`config.mk`:
```
export PLATFORM = sky130hd
export DESIGN_NAME = ps2_key_input
export DESIGN_NICKNAME = d
export VERILOG_FILES = /design/src/rtl/ps2_pkg.sv /design/src/rtl/ps2_key_input_if.sv /design/src/rtl/ps2_frame_rx.sv /design/src/rtl/ps2_key_input.sv
export SDC_FILE = /design/constraint.sdc
export NUM_CORES = 1
export LEC_CHECK = 0
export BUFFER_PORTS_ARGS = -buffer_cell sky130_fd_sc_hd__buf_2
export CORE_MARGIN = 1.5
export CORE_UTILIZATION = 35
export DETAILED_ROUTE_END_ITERATION = 12
export HOLD_SLACK_MARGIN = 0.1
export PLACE_DENSITY = 0.63
export SLEW_MARGIN = 10
export SYNTH_ARGS = -nofsm -noshare
export SYNTH_HDL_FRONTEND = slang
export SYNTH_HIERARCHICAL = 1
export SYNTH_SLANG_ARGS = --single-unit
```
`constraint.sdc`:
```
create_clock -name clock -period 2.6 [get_ports clock]
set_clock_uncertainty 0.1 [all_clocks]
set_input_delay 0.52 -clock clock [delete_from_list [all_inputs] [get_ports clock]]
set_output_delay 0.52 -clock clock [all_outputs]
set_load 0.02 [all_outputs]
```
`src/rtl/ps2_pkg.sv`:
```
// Shared encodings and constants for the PS/2 keyboard receiver and decoder.
package ps2_pkg;

    typedef enum logic [1:0] {
        ST_IDLE   = 2'd0,
        ST_DATA   = 2'd1,
        ST_PARITY = 2'd2,
        ST_STOP   = 2'd3
    } frame_state_e;

    localparam logic [7:0] BREAK_CODE = 8'hF0;
    localparam logic [7:0] EXT_CODE   = 8'hE0;
    localparam logic [7:0] NO_KEY     = 8'h00;

    // Odd parity holds when data plus parity bit carry an odd number of ones.
    function automatic logic odd_parity_ok(input logic [7:0] data, input logic parity);
        return ^{data, parity};
    endfunction

endpackage

```
`src/rtl/ps2_key_input_if.sv`:
```
// Byte stream from the frame receiver to the make/break decoder.
// Handshake: rx_strobe is a one-cycle valid qualifying rx_byte; the decoder is
// always ready, so there is no ready back-pressure. rx_error pulses on a bad frame
// and is never asserted together with rx_strobe.
interface ps2_key_input_if;
    logic [7:0] rx_byte;
    logic       rx_strobe;
    logic       rx_error;

    modport master (output rx_byte, output rx_strobe, output rx_error);
    modport slave  (input  rx_byte, input  rx_strobe, input  rx_error);
endinterface

```
`src/rtl/ps2_frame_rx.sv`:
```
// PS/2 frame receiver: synchronizers, falling-edge detect, 11-bit frame FSM
// with parity/stop checking and a mid-frame idle timeout.
module ps2_frame_rx
    import ps2_pkg::*;
#(
    parameter int TIMEOUT_CYCLES = 50000
) (
    input  logic                  clk_i,
    input  logic                  rst_i,
    input  logic                  ps2_clk_i,
    input  logic                  ps2_data_i,
    ps2_key_input_if.master       rx,
    output frame_state_e          state_o
);

    localparam int TW = $clog2(TIMEOUT_CYCLES + 1);
    localparam logic [TW-1:0] TO_LAST = TW'(TIMEOUT_CYCLES - 1);
    localparam logic [TW-1:0] TO_SAT  = TW'(TIMEOUT_CYCLES);

    logic [1:0]    clk_sync_q;
    logic [1:0]    data_sync_q;
    logic          clk_prev_q;
    frame_state_e  state_q;
    logic [7:0]    shift_q;
    logic [2:0]    bit_cnt_q;
    logic          parity_q;
    logic [TW-1:0] to_cnt_q;
    logic [TW-1:0] to_cnt_d;
    logic [7:0]    byte_q;
    logic          strobe_q;
    logic          error_q;

    logic fall;
    logic data_bit;
    logic timeout_hit;

    assign fall     = clk_prev_q & ~clk_sync_q[1];
    assign data_bit = data_sync_q[1];

    always_ff @(posedge clk_i or posedge rst_i) begin
        if (rst_i) begin
            clk_sync_q  <= 2'b11;
            data_sync_q <= 2'b11;
            clk_prev_q  <= 1'b1;
        end else begin
            clk_sync_q  <= {clk_sync_q[0], ps2_clk_i};
            data_sync_q <= {data_sync_q[0], ps2_data_i};
            clk_prev_q  <= clk_sync_q[1];
        end
    end

    // Counts clock cycles since the last falling edge while a frame is open.
    always_comb begin
        to_cnt_d    = to_cnt_q;
        timeout_hit = 1'b0;
        if (state_q == ST_IDLE || fall) begin
            to_cnt_d = '0;
        end else begin
            if (to_cnt_q != TO_SAT) to_cnt_d = to_cnt_q + 1'b1;
            timeout_hit = (to_cnt_q >= TO_LAST);
        end
    end

    always_ff @(posedge clk_i or posedge rst_i) begin
        if (rst_i) begin
            state_q   <= ST_IDLE;
            shift_q   <= 8'h00;
            bit_cnt_q <= 3'd0;
            parity_q  <= 1'b0;
            to_cnt_q  <= '0;
            byte_q    <= 8'h00;
            strobe_q  <= 1'b0;
            error_q   <= 1'b0;
        end else begin
            strobe_q <= 1'b0;
            error_q  <= 1'b0;
            to_cnt_q <= to_cnt_d;
            if (timeout_hit) begin
                state_q <= ST_IDLE;
                error_q <= 1'b1;
            end else if (fall) begin
                case (state_q)
                    ST_IDLE: begin
                        if (!data_bit) begin
                            state_q   <= ST_DATA;
                            bit_cnt_q <= 3'd0;
                        end
                    end
                    ST_DATA: begin
                        shift_q   <= {data_bit, shift_q[7:1]};
                        bit_cnt_q <= bit_cnt_q + 3'd1;
                        if (bit_cnt_q == 3'd7) state_q <= ST_PARITY;
                    end
                    ST_PARITY: begin
                        parity_q <= data_bit;
                        state_q  <= ST_STOP;
                    end
                    ST_STOP: begin
                        state_q <= ST_IDLE;
                        if (data_bit && odd_parity_ok(shift_q, parity_q)) begin
                            byte_q   <= shift_q;
                            strobe_q <= 1'b1;
                        end else begin
                            error_q <= 1'b1;
                        end
                    end
                    default: state_q <= ST_IDLE;
                endcase
            end
        end
    end

    assign rx.rx_byte   = byte_q;
    assign rx.rx_strobe = strobe_q;
    assign rx.rx_error  = error_q;
    assign state_o      = state_q;

endmodule

```
`src/rtl/ps2_key_input.sv`:
```
// PS/2 keyboard input: make/break decoder over the frame receiver, tracking the
// single currently held key.
module ps2_key_input
    import ps2_pkg::*;
#(
    parameter int TIMEOUT_CYCLES = 50000
) (
    input  logic         clock,
    input  logic         reset_signal,
    input  logic         ps2_clk,
    input  logic         ps2_data,
    output logic [7:0]   user_input,
    output logic         key_valid,
    output logic         frame_error,
    output frame_state_e rx_state_o
);

    ps2_key_input_if rx_if ();

    logic [7:0] user_input_q;
    logic       key_valid_q;
    logic       frame_error_q;
    logic       break_pending_q;

    ps2_frame_rx #(
        .TIMEOUT_CYCLES(TIMEOUT_CYCLES)
    ) u_frame_rx (
        .clk_i      (clock),
        .rst_i      (reset_signal),
        .ps2_clk_i  (ps2_clk),
        .ps2_data_i (ps2_data),
        .rx         (rx_if.master),
        .state_o    (rx_state_o)
    );

    // Errors are only re-timed here; they never touch the key or break state.
    always_ff @(posedge clock or posedge reset_signal) begin
        if (reset_signal) begin
            user_input_q    <= NO_KEY;
            key_valid_q     <= 1'b0;
            frame_error_q   <= 1'b0;
            break_pending_q <= 1'b0;
        end else begin
            key_valid_q   <= 1'b0;
            frame_error_q <= rx_if.rx_error;
            if (rx_if.rx_strobe) begin
                if (rx_if.rx_byte == NO_KEY || rx_if.rx_byte == EXT_CODE) begin
                    break_pending_q <= break_pending_q;
                end else if (break_pending_q) begin
                    break_pending_q <= 1'b0;
                    if (rx_if.rx_byte == user_input_q) user_input_q <= NO_KEY;
                end else if (rx_if.rx_byte == BREAK_CODE) begin
                    break_pending_q <= 1'b1;
                end else begin
                    user_input_q <= rx_if.rx_byte;
                    key_valid_q  <= 1'b1;
                end
            end
        end
    end

    assign user_input  = user_input_q;
    assign key_valid   = key_valid_q;
    assign frame_error = frame_error_q;

endmodule

```
Yosys cells after proc, flatten, opt, wreduce, memory -nomap -nowiden:

Cells that the tools add are included.

* add/sub/neg operators: 2
* magnitude comparators: 1
* equality and inequality tests: 13
* multiplexer cells: 27
* bitwise gates (word level): 4
* reductions and logical operators: 16

Operator list (count)
* two-way mux 16 bit: 2
* two-way mux 8 bit: 3
* adder 16 x 1 -> 16 bit, second input constant: 1
* equality test 8 bit, second input constant: 2
* greater-or-equal comparator 16 bit, second input constant: 1
* inequality test 16 bit, second input constant: 1
* two-way mux 1 bit: 15
* AND reduction 4 bit: 3
* AND reduction 3 bit: 3
* XOR reduction 9 bit: 1
* equality test 8 bit: 1
* zero test 8 bit: 1
* two-way mux 2 bit: 4
* one-hot mux 2 bit (4 select lines): 1
* one-hot mux 3 bit (2 select lines): 1
* nonzero test 2 bit: 3
* equality test 2 bit, second input constant: 2
* inequality test 2 bit, second input constant: 2
* adder 3 x 1 -> 3 bit, second input constant: 1
* equality test 3 bit, second input constant: 1
* two-way mux 3 bit: 1
* inequality test 3 x 1 -> 1 bit, second input constant: 1
* inequality test 3 bit, second input constant: 1
* NOT 1 bit: 3
* other kinds (7): 8

* register bits after elaboration: 56
* input port bits: 4
* output and inout bits: 12
* word-level logic and storage cells: 78

Longest topological paths before layout:

* depth after elaboration: 6
* depth in mapped cells: 8
* gate-level depth less buffers: 7

Hierarchy:

The synthesis kept the hierarchy.

Modules (own cells, without submodules)
* ps2_frame_rx: times used 1, cells an instance 176, area each 2088.3 um2, seq. area each 1132.3 um2
* ps2_key_input: times used 1, cells an instance 46, area each 540.5 um2, seq. area each 275.3 um2

Worst setup path after synthesis:

OpenSTA, ideal clock, no wires.

* kind: reg-to-reg
* start: register u_frame_rx.shift_q[7]
* end: register u_frame_rx.byte_q[0] (netlist: u_frame_rx/rx.rx_byte[0])
* library setup time: 125 ps
* data arrival time: 1676 ps
* required time: 2375 ps
* setup slack: 699 ps
* cell stages (with the launch flop): 6
* path buffers: 0
* clock period less this slack: 1901 ps
* path through: dfrtp_1 > xnor2_1 > xnor3_1 > xnor2_2 > nand4_4 > mux2_2

* longest elaborated chain between the ends: 3

RTL lines
* from (decl): RTL line ps2_frame_rx.sv:24 `logic [7:0] shift_q;`
* from (signal assigned): RTL line ps2_frame_rx.sv:90 `shift_q <= {data_bit, shift_q[7:1]};`
* XOR reduction 9 bit: RTL line ps2_pkg.sv:17 `return ^{data, parity};`
* logical AND 1 bit: RTL line ps2_frame_rx.sv:100 `if (data_bit && odd_parity_ok(shift_q, parity_q)) begin`
* AND reduction 4 bit (no source line)
* to (signal assigned): RTL line ps2_frame_rx.sv:101 `byte_q <= shift_q;`
* to (decl): RTL line ps2_frame_rx.sv:29 `logic [7:0] byte_q;`

No other way between the ends.
A chain may end at the register's enable or synchronous reset.

Final worst setup path:

Ends and elaborated chain as after synthesis.

==> flow_summary.yaml <==
clocking:
  clk_path_buf_depth: 2
  clk_latency_ps: 300
  cts_max_level: 2
  clockRootBuffer: "clkbuf_8"
  cts_buffers: 5
  cts_sinks: 56
  tritoncts: "done"
  clk_pin_slew_ps: 100
  cts_setup_buffers: 0
cells_and_area:
  utilization_pct: 40.66
  antenna_cells: 0
  final_cells: 343
  syn_to_final_growth_pct: 12.18
  final_common_cell: "dfrtp_1"
  layout_common_cells: "dfrtp_1, xnor2_1, mux2_2, nor2_1, buf_2"
  final_layout_size_suffix_gt1_share_pct: 22.95
  nets: 255
placement:
  globalplace.congestion: 0.7645
  hpwl_mm: 3.091
  dp_cells: 334
  port_buffers: 15
sta:
  slew_viol_final: 0
  hold_slack_ps: 201.0
  hold_viol: 0
  tightestPinTransition_ps: 549.2
  rsz0062_at_grt: "no"
  setup_violations: 0
  fin_crit_ps: 2002
  period_share_pct: 77.02
  finalSetupTns_ps: 0
  max-slew-margin-rel_pct: 63.39
  fmax_ghz: 0.4994
power:
  power_uw: 2873
  leakage_uw: 0.001374
  power_density_nw_per_um2: 974.4
  ir_drop_mv: 0.5198
setup_path:
  path_max_fanout: 9
  setup.worst_path.class: "reg2reg"
  required_ps: 2690
  end_kind: "flop"
  r2r_slack_ps: 600
  start_kind: "flop"
  cp.arrival_ps: 2090
routing:
  routedWlPerCell_microns: 12.52
  top_layer: "met4"
  drt_iter0_markers: 31
  wl_met1_mm: 2.030
  postRouteAntennaNets: 0
  vias_per_cell: 4.816
  drt_first_pass_iters: 3
  wl_met2_mm: 2.115
  wl_met3_microns: 99
  drcViolationCount: 0
  wl_mm: 4.294
  vias: 1652
global_route:
  grt_pass1_wl_mm: 7.610
  antenna_found_initial: 0
  grt-ovfl-total: 0
  grt_max_degree: 46
  grt_pass1_vias: 1681
  grt.total_usage_pct: 12.13
floorplanning:
  rows: 31
  die_area_sq_um: 8040
  coreArea_sq_um: 7253
  die_x_microns: 89.67
  start_util_pct: 36.24
  num_io_pins: 16
  die_y_microns: 89.67
min_path:
  hold_path.class: "in2reg"
logic_synthesis:
  synth_seq_cells: 56
  ys_types: 43
  synth_top_area_share_pct: 48.55
  syn_nets: 234
  synth_edf_count: 0
  synthTopCellsByArea: "dfrtp_1, mux2_2, xnor2_1"
  async_flop_share_pct: 100.0
  dominantRegCellSynth: "dfrtp_1"
  yosys.area.top_type: "dfrtp_1"
  syn_inst: 222
  avgSynthCellArea_sq_um: 11.84
  yosysWarningCount: 6
  ys_seq_area_share_pct: 53.55
  synth_area_sq_um: 2629
run:
  cap_violations: 0
status:
  status: "completed"
[through the flow]
stage / setup WS (ps) / instance area [sq um]
floorplan: 699.5 / 2629
global placement: 618.2 / 2831
detailed placement: 576.1 / 2831
CTS: 553.8 / 2949
global route: 311.2 / 2949
finish: 597.5 / 2949
[synth_stat cells (all sizes together), types with 2 or more instances]
library cell / count
dfrtp: 51
xnor2: 18
mux2: 17
nor2: 16
nand2: 14
inv: 10
nand4: 10
xor2: 9
a22o: 8
ha: 8
o21ai: 7
nand3: 6
clkbuf: 5
dfstp: 5
a21oi: 3
and4: 3
nor2b: 3
or2: 3
a211oi: 2
a21o: 2
a32o: 2
and3: 2
mux2i: 2
nor3: 2
nor4: 2
or3: 2
[sequential cells by signal (all words and copies together) (netlist names)]
register and flops:
u_frame_rx/rx.rx_byte 8, user_input 8, u_frame_rx/state_o 2, u_frame_rx/rx.rx_error 1, frame_error 1, u_frame_rx/clk_sync_q 2, u_frame_rx/bit_cnt_q 3, u_frame_rx/parity_q 1
break_pending_q 1, u_frame_rx/to_cnt_q 16, u_frame_rx/data_sync_q 2, u_frame_rx/clk_prev_q 1, key_valid 1, u_frame_rx/shift_q 8, u_frame_rx/rx.rx_strobe 1
[worst paths after layout]
| check | endpoint | cells past startpoint | startpoint |
|---|---|---|---|
| setup / recovery | u_frame_rx/rx.rx_byte[0]$_DFFE_PP0P_ | 5 | u_frame_rx/shift_q[7]$_DFFE_PP0P_ |
| hold reg to reg | frame_error$_DFF_PP0_ | 0 | u_frame_rx/rx.rx_error$_DFF_PP0_ |
| hold / removal | u_frame_rx/data_sync_q[0]$_DFF_PP1_ | 1 | ps2_data |
| min in group asynchronous | user_input[2]$_DFFE_PP0P_ | 3 | reset_signal |
| max in group asynchronous | u_frame_rx/clk_sync_q[1]$_DFF_PP1_ | 4 | reset_signal |
| setup reg to reg | u_frame_rx/rx.rx_byte[0]$_DFFE_PP0P_ | 5 | u_frame_rx/shift_q[7]$_DFFE_PP0P_ |
[cell families (layout without fill, tap and decap cells)]
kind of cell,after synthesis,after routing,share of synthesized area (%)
adder cells (fa/ha/maj),8,8,3.808
multiplexers,19,19,8.044
AO/OA/AOI/OAI,28,28,7.853
AND/OR/NAND/NOR,68,68,14.47
buffers and inverters,15,37,2.142
XOR/XNOR,28,28,10.14
flip-flops,56,56,53.55
[worst max-delay path, cell delays in order (launching register included)]
cell     delay (ps)
dfrtp_1         420
xnor2_1         160
xnor3_1         440
xnor2_2         240
nand4_4         210
mux2_2          320
[per-layer routing]
| metal | vias up | track usage [%] |
|---|---|---|
| met2 | 16 | 20.56 |
| met3 | 5 | 2.742 |
| met5 | - | 0 |
| met4 | 0 | 3.776 |
| li1 | 825 | - |
| met1 | 806 | 15.40 |
[power breakdown]
group	total, uW	internal [uW]	switching (uW)
Clock	551	286	265
Sequential	1270	1060	215
Combinational	1050	546	502
Total	2870	1890	982
[final cells by class]
cell class	count	area [sq um]
Fill cell	702	4304
Sequential cell	56	1408
Multi-Input combinational cell	151	1165
Tap cell	99	123.9
Timing Repair Buffer	19	107.6
Clock buffer	6	72.57
Inverter	10	37.54
Clock inverter	2	35.03
[what timing repair did]
action	4_1_cts	5_1_grt
hold buffers	1	0
resized for setup	0	0
endpoints found under the hold margin	8	0
Power figures use the tool's default switching activity.
